[config.mk]
export PLATFORM = sky130hd
export DESIGN_NAME = leaf_rr_sequencer
export DESIGN_NICKNAME = d
export VERILOG_FILES = /design/src/rtl/leaf_seq_pkg.sv /design/src/rtl/rr_pick.sv /design/src/rtl/leaf_rr_sequencer.sv
export SDC_FILE = /design/constraint.sdc
export NUM_CORES = 1
export LEC_CHECK = 0
export CAP_MARGIN = 25
export CELL_PAD_IN_SITES_DETAIL_PLACEMENT = 0
export CELL_PAD_IN_SITES_GLOBAL_PLACEMENT = 2
export CORE_ASPECT_RATIO = 0.9
export CORE_MARGIN = 2
export CORE_UTILIZATION = 29
export CTS_BUF_LIST = sky130_fd_sc_hd__clkbuf_8 sky130_fd_sc_hd__clkbuf_16
export DETAILED_ROUTE_END_ITERATION = 16
export PLACE_DENSITY = 0.77
export SLEW_MARGIN = 20
export SYNTH_ARGS = -nofsm -noshare
export SYNTH_HDL_FRONTEND = slang
export SYNTH_HIERARCHICAL = 1
export SYNTH_SLANG_ARGS = --single-unit
[constraint.sdc]
create_clock -name clk -period 5.24 [get_ports clk]
set_clock_uncertainty 0.2 [all_clocks]
set_input_delay 0.524 -clock clk [delete_from_list [all_inputs] [get_ports clk]]
set_output_delay 0.524 -clock clk [all_outputs]
set_load 0.03 [all_outputs]
[src/rtl/leaf_seq_pkg.sv]
// Shared types, defaults and helpers for the leaf round-robin sequencer.
//   - seq_state_e   : FSM state encoding (IDLE, GRANT, RELEASE)
//   - DEF_*         : default parameter values for the sequencer and picker
//   - idx_to_onehot : binary index to one-hot vector (up to MAX_REQ bits)
package leaf_seq_pkg;

    localparam int unsigned DEF_NUM_REQ  = 15;
    localparam int unsigned DEF_IDX_W    = 4;
    localparam int unsigned DEF_MAX_HOLD = 16;
    localparam int unsigned DEF_HOLD_W   = 5;

    // Upper bound on requesters; callers truncate the one-hot to their width.
    localparam int unsigned MAX_REQ      = 16;
    localparam int unsigned MAX_IDX_W    = 4;

    typedef enum logic [1:0] {
        IDLE    = 2'd0,
        GRANT   = 2'd1,
        RELEASE = 2'd2
    } seq_state_e;

    function automatic logic [MAX_REQ-1:0] idx_to_onehot(input logic [MAX_IDX_W-1:0] idx);
        logic [MAX_REQ-1:0] oh;
        oh      = '0;
        oh[idx] = 1'b1;
        return oh;
    endfunction

endpackage

[src/rtl/rr_pick.sv]
// Combinational round-robin picker: first set request at or after start_i,
// wrapping from NUM_REQ-1 back to 0.
//   req_i     : request vector
//   start_i   : round-robin start index
//   win_idx_o : index of the winning request (0 when none)
//   found_o   : at least one request is set
module rr_pick
    import leaf_seq_pkg::*;
#(
    parameter int unsigned NUM_REQ = DEF_NUM_REQ,
    parameter int unsigned IDX_W   = DEF_IDX_W
) (
    input  logic [NUM_REQ-1:0] req_i,
    input  logic [IDX_W-1:0]   start_i,
    output logic [IDX_W-1:0]   win_idx_o,
    output logic               found_o
);

    logic             hi_found;
    logic             lo_found;
    logic [IDX_W-1:0] hi_idx;
    logic [IDX_W-1:0] lo_idx;

    // Split into the region at/above start and the wrapped region below it;
    // scanning downward leaves the lowest index of each region.
    always_comb begin
        hi_found = 1'b0;
        lo_found = 1'b0;
        hi_idx   = '0;
        lo_idx   = '0;
        for (int j = int'(NUM_REQ) - 1; j >= 0; j--) begin
            if (req_i[j]) begin
                if (IDX_W'(j) >= start_i) begin
                    hi_found = 1'b1;
                    hi_idx   = IDX_W'(j);
                end else begin
                    lo_found = 1'b1;
                    lo_idx   = IDX_W'(j);
                end
            end
        end
        found_o   = hi_found | lo_found;
        win_idx_o = hi_found ? hi_idx : lo_idx;
    end

endmodule

[src/rtl/leaf_rr_sequencer.sv]
// Round-robin sequencer sharing one execution slot among the leaf instances.
// A grant is held until done, request drop, or hold timeout; every grant is
// followed by one dead RELEASE cycle.
//   clk, rst      : clock, synchronous active-high reset
//   req, done     : per-leaf request (level) and completion
//   gnt           : registered one-hot grant
//   gnt_valid     : any grant bit high
//   gnt_idx       : binary index of granted leaf (0 when none)
//   timeout_pulse : one-cycle pulse on forced release
//   busy          : FSM in GRANT or RELEASE
module leaf_rr_sequencer
    import leaf_seq_pkg::*;
#(
    parameter int unsigned NUM_REQ  = DEF_NUM_REQ,
    parameter int unsigned IDX_W    = DEF_IDX_W,
    parameter int unsigned MAX_HOLD = DEF_MAX_HOLD,
    parameter int unsigned HOLD_W   = DEF_HOLD_W
) (
    input  logic               clk,
    input  logic               rst,
    input  logic [NUM_REQ-1:0] req,
    input  logic [NUM_REQ-1:0] done,
    output logic [NUM_REQ-1:0] gnt,
    output logic               gnt_valid,
    output logic [IDX_W-1:0]   gnt_idx,
    output logic               timeout_pulse,
    output logic               busy
);

    seq_state_e         state_q, state_d;
    logic [IDX_W-1:0]   ptr_q, ptr_d;
    logic [IDX_W-1:0]   cur_idx_q, cur_idx_d;
    logic [HOLD_W-1:0]  hold_q, hold_d;
    logic [NUM_REQ-1:0] gnt_q, gnt_d;
    logic               gnt_valid_q, gnt_valid_d;
    logic [IDX_W-1:0]   gnt_idx_q, gnt_idx_d;
    logic               timeout_q, timeout_d;
    logic               busy_q, busy_d;

    logic [IDX_W-1:0]   ptr_next;
    logic [IDX_W-1:0]   win_idx;
    logic               win_found;
    logic               done_sel;
    logic               req_sel;
    logic               hold_last;

    // cur_idx_q survives into RELEASE so the pointer can advance past it.
    always_comb begin
        ptr_next = ptr_q;
        if (state_q == RELEASE) begin
            ptr_next = (cur_idx_q == IDX_W'(NUM_REQ - 1)) ? '0 : cur_idx_q + IDX_W'(1);
        end
    end

    rr_pick #(
        .NUM_REQ (NUM_REQ),
        .IDX_W   (IDX_W)
    ) u_pick (
        .req_i     (req),
        .start_i   (ptr_next),
        .win_idx_o (win_idx),
        .found_o   (win_found)
    );

    assign done_sel  = done[cur_idx_q];
    assign req_sel   = req[cur_idx_q];
    assign hold_last = (hold_q == HOLD_W'(MAX_HOLD - 1));

    // State register.
    always_ff @(posedge clk) begin
        if (rst) begin
            state_q <= IDLE;
        end else begin
            state_q <= state_d;
        end
    end

    // Next-state logic.
    always_comb begin
        state_d = state_q;
        unique case (state_q)
            IDLE:    if (win_found) state_d = GRANT;
            GRANT:   if (done_sel || !req_sel || hold_last) state_d = RELEASE;
            RELEASE: state_d = win_found ? GRANT : IDLE;
            default: state_d = IDLE;
        endcase
    end

    // Output / datapath next values.
    always_comb begin
        ptr_d       = ptr_q;
        cur_idx_d   = cur_idx_q;
        hold_d      = '0;
        gnt_d       = '0;
        gnt_valid_d = 1'b0;
        gnt_idx_d   = '0;
        timeout_d   = 1'b0;
        busy_d      = (state_d != IDLE);
        unique case (state_q)
            IDLE, RELEASE: begin
                if (state_q == RELEASE) ptr_d = ptr_next;
                if (win_found) begin
                    cur_idx_d   = win_idx;
                    gnt_d       = NUM_REQ'(idx_to_onehot(MAX_IDX_W'(win_idx)));
                    gnt_valid_d = 1'b1;
                    gnt_idx_d   = win_idx;
                end
            end
            GRANT: begin
                if (state_d == GRANT) begin
                    hold_d      = hold_q + HOLD_W'(1);
                    gnt_d       = gnt_q;
                    gnt_valid_d = 1'b1;
                    gnt_idx_d   = cur_idx_q;
                end else begin
                    // Only a pure timeout exit is reported.
                    timeout_d = !done_sel && req_sel;
                end
            end
            default: ;
        endcase
    end

    // Datapath and output registers.
    always_ff @(posedge clk) begin
        if (rst) begin
            ptr_q       <= '0;
            cur_idx_q   <= '0;
            hold_q      <= '0;
            gnt_q       <= '0;
            gnt_valid_q <= 1'b0;
            gnt_idx_q   <= '0;
            timeout_q   <= 1'b0;
            busy_q      <= 1'b0;
        end else begin
            ptr_q       <= ptr_d;
            cur_idx_q   <= cur_idx_d;
            hold_q      <= hold_d;
            gnt_q       <= gnt_d;
            gnt_valid_q <= gnt_valid_d;
            gnt_idx_q   <= gnt_idx_d;
            timeout_q   <= timeout_d;
            busy_q      <= busy_d;
        end
    end

    assign gnt           = gnt_q;
    assign gnt_valid     = gnt_valid_q;
    assign gnt_idx       = gnt_idx_q;
    assign timeout_pulse = timeout_q;
    assign busy          = busy_q;

endmodule

Yosys cells after proc, flatten, opt, wreduce, memory -nomap -nowiden
Cells that the tools add are included.
{"block": "totals", "rom_bits": 0, "register_bits": 37, "mem_count": 0, "output_inout_bits": 22, "latchBits": 0, "input_bits": 32, "mem_bits_rw": 0}
{"block": "classes", "reduce_logical": 13, "div_mod_pow": 0, "n_lt_le_gt_ge": 18, "n_bitwise": 3, "multipliers": 0, "eq_ne": 6, "mux": 142, "addsub": 2, "shift": 0}
{"operator": "$mux 4", "count": 65}
{"operator": "$mux 1", "count": 66}
{"operator": "$mux 15", "count": 2}
{"operator": "$pmux 15 s2", "count": 1}
{"operator": "$ge 4x4->1 const A", "count": 7}
{"operator": "$ge 3x4->1 const A", "count": 4}
{"operator": "$lt 4x5->1 const B", "count": 2}
{"operator": "$bmux 1 s4", "count": 2}
{"operator": "$ge 1x4->1 const A", "count": 2}
{"operator": "$ge 2x4->1 const A", "count": 2}
{"operator": "$pmux 4 s2", "count": 1}
{"operator": "$pmux 2 s3", "count": 1}
{"operator": "$reduce_or 3->1", "count": 2}
{"operator": "$add 5x1->5 const B", "count": 1}
{"operator": "$eq 5x4->1 const B", "count": 1}
{"operator": "$add 4x1->4 const B", "count": 1}
{"operator": "$demux 1 s4", "count": 1}
{"operator": "$eq 2x1->1 const B", "count": 2}
{"operator": "$eq 4x4->1 const B", "count": 1}
{"operator": "$ge 4x1->1 const B", "count": 1}
{"operator": "$mux 2", "count": 2}
{"operator": "$reduce_and 2->1", "count": 2}
{"operator": "$eq 2x2->1 const B", "count": 1}
{"operator": "$logic_and 1x1->1", "count": 2}
{"operator": "9 further kinds", "count": 12}

Logic depth before layout (Yosys ltp)
{"block": "depth", "word_depth": 41, "mapped_depth": 19, "ltp_nobuf": 15}

Cells and area by module
The synthesis kept the hierarchy.
{"module": "leaf_rr_sequencer", "instances": 1, "cells_per_inst": 184, "area_per_inst_um2": 1681.6, "seq_area_each_um2": 740.7}
{"module": "rr_pick", "instances": 1, "cells_per_inst": 143, "area_per_inst_um2": 800.8, "seq_area_each_um2": 0.0}

Least setup slack after synthesis
OpenSTA, ideal clock, no wires.
{"block": "synth_path", "kind": "reg2reg", "startpoint": "reg cur_idx_q[1]", "endpoint": "reg gnt_q[4], in the netlist gnt[4]", "t_arrival_ps": 3486, "t_required_ps": 4925, "path_stages_with_launch": 18, "slack_ps": 1440, "synth_period_minus_slack_ps": 3800, "setup_ps": 115, "cell_sequence": "dfxtp_1 > buf_2 > nand2_1 > nor3_1 > a21oi_1 > o21ai_0 > inv_2 > o311a_1 > a21oi_2 > and4bb_1 > nand3_2 > or4b_1 > nand2b_1 > clkbuf_1 > nor2_1 > nand2_1 > nor2_1 > o2bb2ai_2"}
{"item": "from (decl)", "line_no": "leaf_rr_sequencer.sv:32", "rtl": "logic [IDX_W-1:0] cur_idx_q, cur_idx_d;"}
{"item": "from (signal assigned)", "line_no": "leaf_rr_sequencer.sv:137", "rtl": "cur_idx_q <= cur_idx_d;"}
{"item": "$add 4x1->4 or $eq 4x4->1 (tied branches)", "line_no": "leaf_rr_sequencer.sv:51", "rtl": "ptr_next = (cur_idx_q == IDX_W'(NUM_REQ - 1)) ? '0 : cur_idx_q + IDX_W'(1);"}
{"item": "$mux 4 *", "line_no": "leaf_rr_sequencer.sv:51"}
{"item": "$mux 4 *", "line_no": "leaf_rr_sequencer.sv:50", "rtl": "if (state_q == RELEASE) begin"}
{"item": "net ptr_next[3]", "line_no": "leaf_rr_sequencer.sv:40", "rtl": "logic [IDX_W-1:0] ptr_next;"}
{"item": "$ge 4x4->1", "line_no": "rr_pick.sv:33", "rtl": "if (IDX_W'(j) >= start_i) begin"}
{"item": "$mux 1", "line_no": "rr_pick.sv:33"}
{"item": "$mux 1", "line_no": "rr_pick.sv:32", "rtl": "if (req_i[j]) begin"}
{"item": "$mux 1", "line_no": "rr_pick.sv:33"}
{"item": "(+25 left out)"}
{"item": "$mux 1", "line_no": "rr_pick.sv:33"}
{"item": "$mux 1", "line_no": "rr_pick.sv:32"}
{"item": "$or 1x1->1 *", "line_no": "rr_pick.sv:42", "rtl": "found_o = hi_found | lo_found;"}
{"item": "net win_found", "line_no": "leaf_rr_sequencer.sv:42", "rtl": "logic win_found;"}
{"item": "$mux 1 or $mux 2 (tied branches)", "line_no": "leaf_rr_sequencer.sv:84, leaf_rr_sequencer.sv:82"}
{"item": "$pmux 2 s3", "line_no": "leaf_rr_sequencer.sv:81", "rtl": "unique case (state_q)"}
{"item": "$eq 2x1->1", "line_no": "leaf_rr_sequencer.sv:110", "rtl": "if (state_d == GRANT) begin"}
{"item": "$ne 2x2->1 (no line)"}
{"item": "to (signal assigned)", "line_no": "leaf_rr_sequencer.sv:139", "rtl": "gnt_q <= gnt_d;"}
{"item": "to (decl)", "line_no": "leaf_rr_sequencer.sv:34", "rtl": "logic [NUM_REQ-1:0] gnt_q, gnt_d;"}
The timed path passes the listed nets; every way through them passes the cells marked *. The select of a mux whose other input is x is not followed.
A chain may end at the register's enable or synchronous reset.

Final worst setup path
{"block": "layout_path", "startpoint": "reg cur_idx_q[0]", "endpoint": "reg gnt_q[4], in the netlist gnt[4]"}
Same word-level chain as after synthesis.

==> flow_summary_export.csv <==
group,metric,value,unit
run_status,status,"completed",
worst_setup_path,worstSetupStartpointType,"flop",
final_layout,finalNonFillerCells,490,
yosys,synth_top_family_by_area,"simple AND/OR/NAND/NOR gates",
worst_setup_path,crit_path_frequent_cell,"nor2_1",
routing,drt-total-wl,8.02,mm
timing,fin_crit_sh,84.9,%
timing,slew_violations,0,
floorplanning,start_util,29.4,%
global_routing,overflow,0,
power_and_ir_drop,power.density,214,nW/um^2
placement,hpwl,5.98,mm
floorplanning,coreArea,8450,um^2
yosys,synth_compound_area_share,27.8,%
timing,period_needed,4.45,ns
global_routing,grt_antenna_before_repair,0,
clock_network,post_cts_resized,0,
global_routing,grt_max_degree,20,
power_and_ir_drop,ir_worst_vdd,0.132,mV
routing,vias,2591,
worst_hold_path,hold_start,"gnt[12]$_SDFFE_PP0P_",
worst_setup_path,slowest_stage,"dfxtp_1",
clock_network,clk_path_buf_depth,2,
routing,vias_per_cell,5.29,
yosys,synth_edf_count,0,
yosys,yosysWarningCount,6,
placement,gp_congestion,0.817,
yosys,synth_top_area_share,29.8,%
final_layout,num_antenna_cells,0,
worst_setup_path,startpoint,"cur_idx_q[0]$_SDFFE_PP0P_",
yosys,seq_area_frac_synth,29.8,%
final_layout,nFillCells,919,
floorplanning,die_h,91.8,um
timing,tns,0,ns
timing,setup_viol,0,
timing,hold_ws,0.268,ns
clock_network,cts.sinks,37,
routing,drtIter0Drc,172,
yosys,yosys.area.top_type,"dfxtp_1",
worst_setup_path,reg2reg_from,"cur_idx_q[0]$_SDFFE_PP0P_",
yosys,synth_xor_area_share,0.706,%
clock_network,postCtsSetupRepairBufs,0,
worst_setup_path,critPathArrivalTime,4.43,ns
floorplanning,rows,32,
final_layout,nets,404,
worst_setup_path,crit_fanout,13,
worst_hold_path,hp-class,"flop to flop",
worst_setup_path,path_class,"flop to flop",
yosys,synth_area_per_cell,7.59,um^2
timing,max_freq,0.225,GHz
yosys,ys_seq_elements,37,
yosys,syn_area,2480,um^2
final_layout,area_growth,28.4,%
power_and_ir_drop,p_total,0.000682,W
clock_network,cts_tree,"done",
yosys,synth-simple-area-share,32.5,%
timing,rsz0062_at_grt,"false",
yosys,syn_inst,327,
yosys,ys_async_sr_fraction,0,%
routing,drtPass1Iterations,5,
routing,drc,0,
worst_setup_path,max_stage_delay,0.60,ns
routing,wl_per_cell,16.4,um
floorplanning,ioPinCount,54,
clock_network,insertion_delay,0.29,ns
final_layout,final_layout_size_suffix_gt1_share,8.36,%
global_routing,grt_pass1_wl,13.0,mm
worst_setup_path,cp.required,5.22,ns
clock_network,clockRootBuffer,"clkbuf_8",
clock_network,path_clk_slew,0.08,ns
yosys,synth.distinct_cells,59,
power_and_ir_drop,p_leak,1.03,nW
yosys,synth-main-ff-cell,"dfxtp_1",
placement,port_buffers,53,
worst_setup_path,endpoint_kind,"flop",
flow_run,cap_viol_max_count,0,
yosys,ys_top_cells_by_area,"dfxtp_1, nand3b_1, a21oi_1",
clock_network,cts_made_buffers,5,
timing,worst_slew_pin_slew,0.965,ns
yosys,synth.area.mux_share,1.21,%
timing,relSlewSlack,35.5,%
routing,antenna_left,0,
clock_network,ctsHoldBuffers,0,
timing,hold_viol_final,0,
placement,dp_cells,482,
clock_network,htree_levels,2,
floorplanning,die_area,9320,um^2
worst_setup_path,crit_chain,"inv_1, nor3_1, a21oi_1, o21ai_1, inv_2, o311a_1, a21oi_2, and4bb_1, nand3_2, or4b_1, nand2b_1, nor2_1, nand2_1, nor2_1, o2bb2ai_2",
floorplanning,fp.dieW,102,um
yosys,synthAdderAreaFrac,1.01,%
yosys,synth_fp_nets,361,
global_routing,grt_pass1_vias,2511,
global_routing,track_usage,17.5,%
==> flip-flops by register name, indices dropped and copies added, names as in the netlist <==
signal         cells
busy               1
gnt               15
cur_idx_q          4
gnt_idx            4
hold_q             5
state_q            2
ptr_q              4
gnt_valid          1
timeout_pulse      1
==> logic make-up after synthesis <==
group	after synthesis
AOI/OAI and AO/OA	105
xor gates and xnor gates	2
adders and majority gates	2
buffers and inverters	36
DFF	37
muxes	3
and+or+nand+nor	142
==> cell usage in the layout (no fill, tap or decap), types with 3 or more instances in the layout <==
cell type and count:
nor2_1 29, nand2b_1 14, or3_1 3, nor3_2 4
o21ai_0 20, clkbuf_8 6, nand3b_1 17, nand2_1 28
o41ai_1 3, buf_4 5, or2_2 6, a21o_1 7
o21ai_1 4, dfxtp_1 37, mux2i_1 3, inv_1 12
a21oi_1 23, o31ai_1 8, o32ai_1 4, nor2b_1 12
o22ai_1 15, nand3_1 9, a221oi_1 3, clkdlybuf4s50_1 53
==> worst paths after layout <==
check | end | slack, ns | cells past startpoint
min | gnt[12]$_SDFFE_PP0P_ | 0.27 | 2
min reg2reg | gnt[12]$_SDFFE_PP0P_ | 0.27 | 2
max | gnt[4]$_SDFFE_PP0P_ | 0.79 | 15
max reg2reg | gnt[4]$_SDFFE_PP0P_ | 0.79 | 15
==> worst max-delay path: cells and delay by family (launching register included) <==
| kind | cells | cell delay (ns) |
|---|---|---|
| AOI/OAI and AO/OA | 5 | 1.31 |
| DFF | 1 | 0.60 |
| buffers and inverters | 2 | 0.31 |
| and+or+nand+nor | 8 | 1.90 |
==> Yosys cell counts, types with 2 or more instances <==
master / n
nand2b_1: 14
nand3_1: 9
dfxtp_1: 37
nand3b_1: 17
buf_2: 2
o41ai_1: 3
nor3_2: 4
o211ai_1: 2
o32ai_1: 4
o21ai_1: 2
inv_1: 12
a21oi_1: 23
nor2_1: 29
clkbuf_1: 13
o31ai_1: 8
ha_1: 2
a31oi_1: 2
buf_6: 3
nor3_1: 2
nand2_1: 28
or3_1: 3
o21ai_0: 22
nor4bb_1: 2
nor4b_1: 2
o22ai_1: 15
o21ba_2: 2
buf_4: 3
a221oi_1: 3
and3_1: 2
nor3b_1: 2
nor2b_1: 12
nand4_1: 2
a311oi_1: 2
a21o_1: 7
or2_2: 6
mux2i_1: 3
==> through the flow <==
stage	instance area, um^2	worst slack [ns]	util (%)
floorplan	2480	1.44	-
global placement	3080	0.920	36.4
detailed placement	3090	0.860	36.6
CTS	3190	0.815	37.7
global route	3190	0.401	37.7
finish	3190	0.793	37.7
==> cell type report <==
type | count | area (um^2) | area share (%)
clock buffer | 6 | 82.6 | 2.59
clock inverter | 2 | 13.8 | 0.432
inverter | 13 | 48.8 | 1.53
multi-input combinational | 254 | 1570 | 49.2
sequential | 37 | 741 | 23.2
tap | 119 | 149 | 4.67
timing repair buffer | 59 | 583 | 18.3
==> power breakdown <==
part           switching (W)  leakage (nW)  internal (W)
clock network       0.000104        0.0512      0.000107
logic               0.000100         0.677     0.0000692
registers          0.0000105         0.300      0.000291
==> layer usage <==
metal,global-route usage (%),part of all wire [%],wire length [um],up-vias
li1,-,-,-,1284
met1,26.7,50,4020,1216
met2,25.9,42,3410,83
met3,2.74,6.3,507,8
met4,3.38,1.1,89,0
met5,0,0,0,-
No activity file was read; power rests on OpenSTA's default activity.
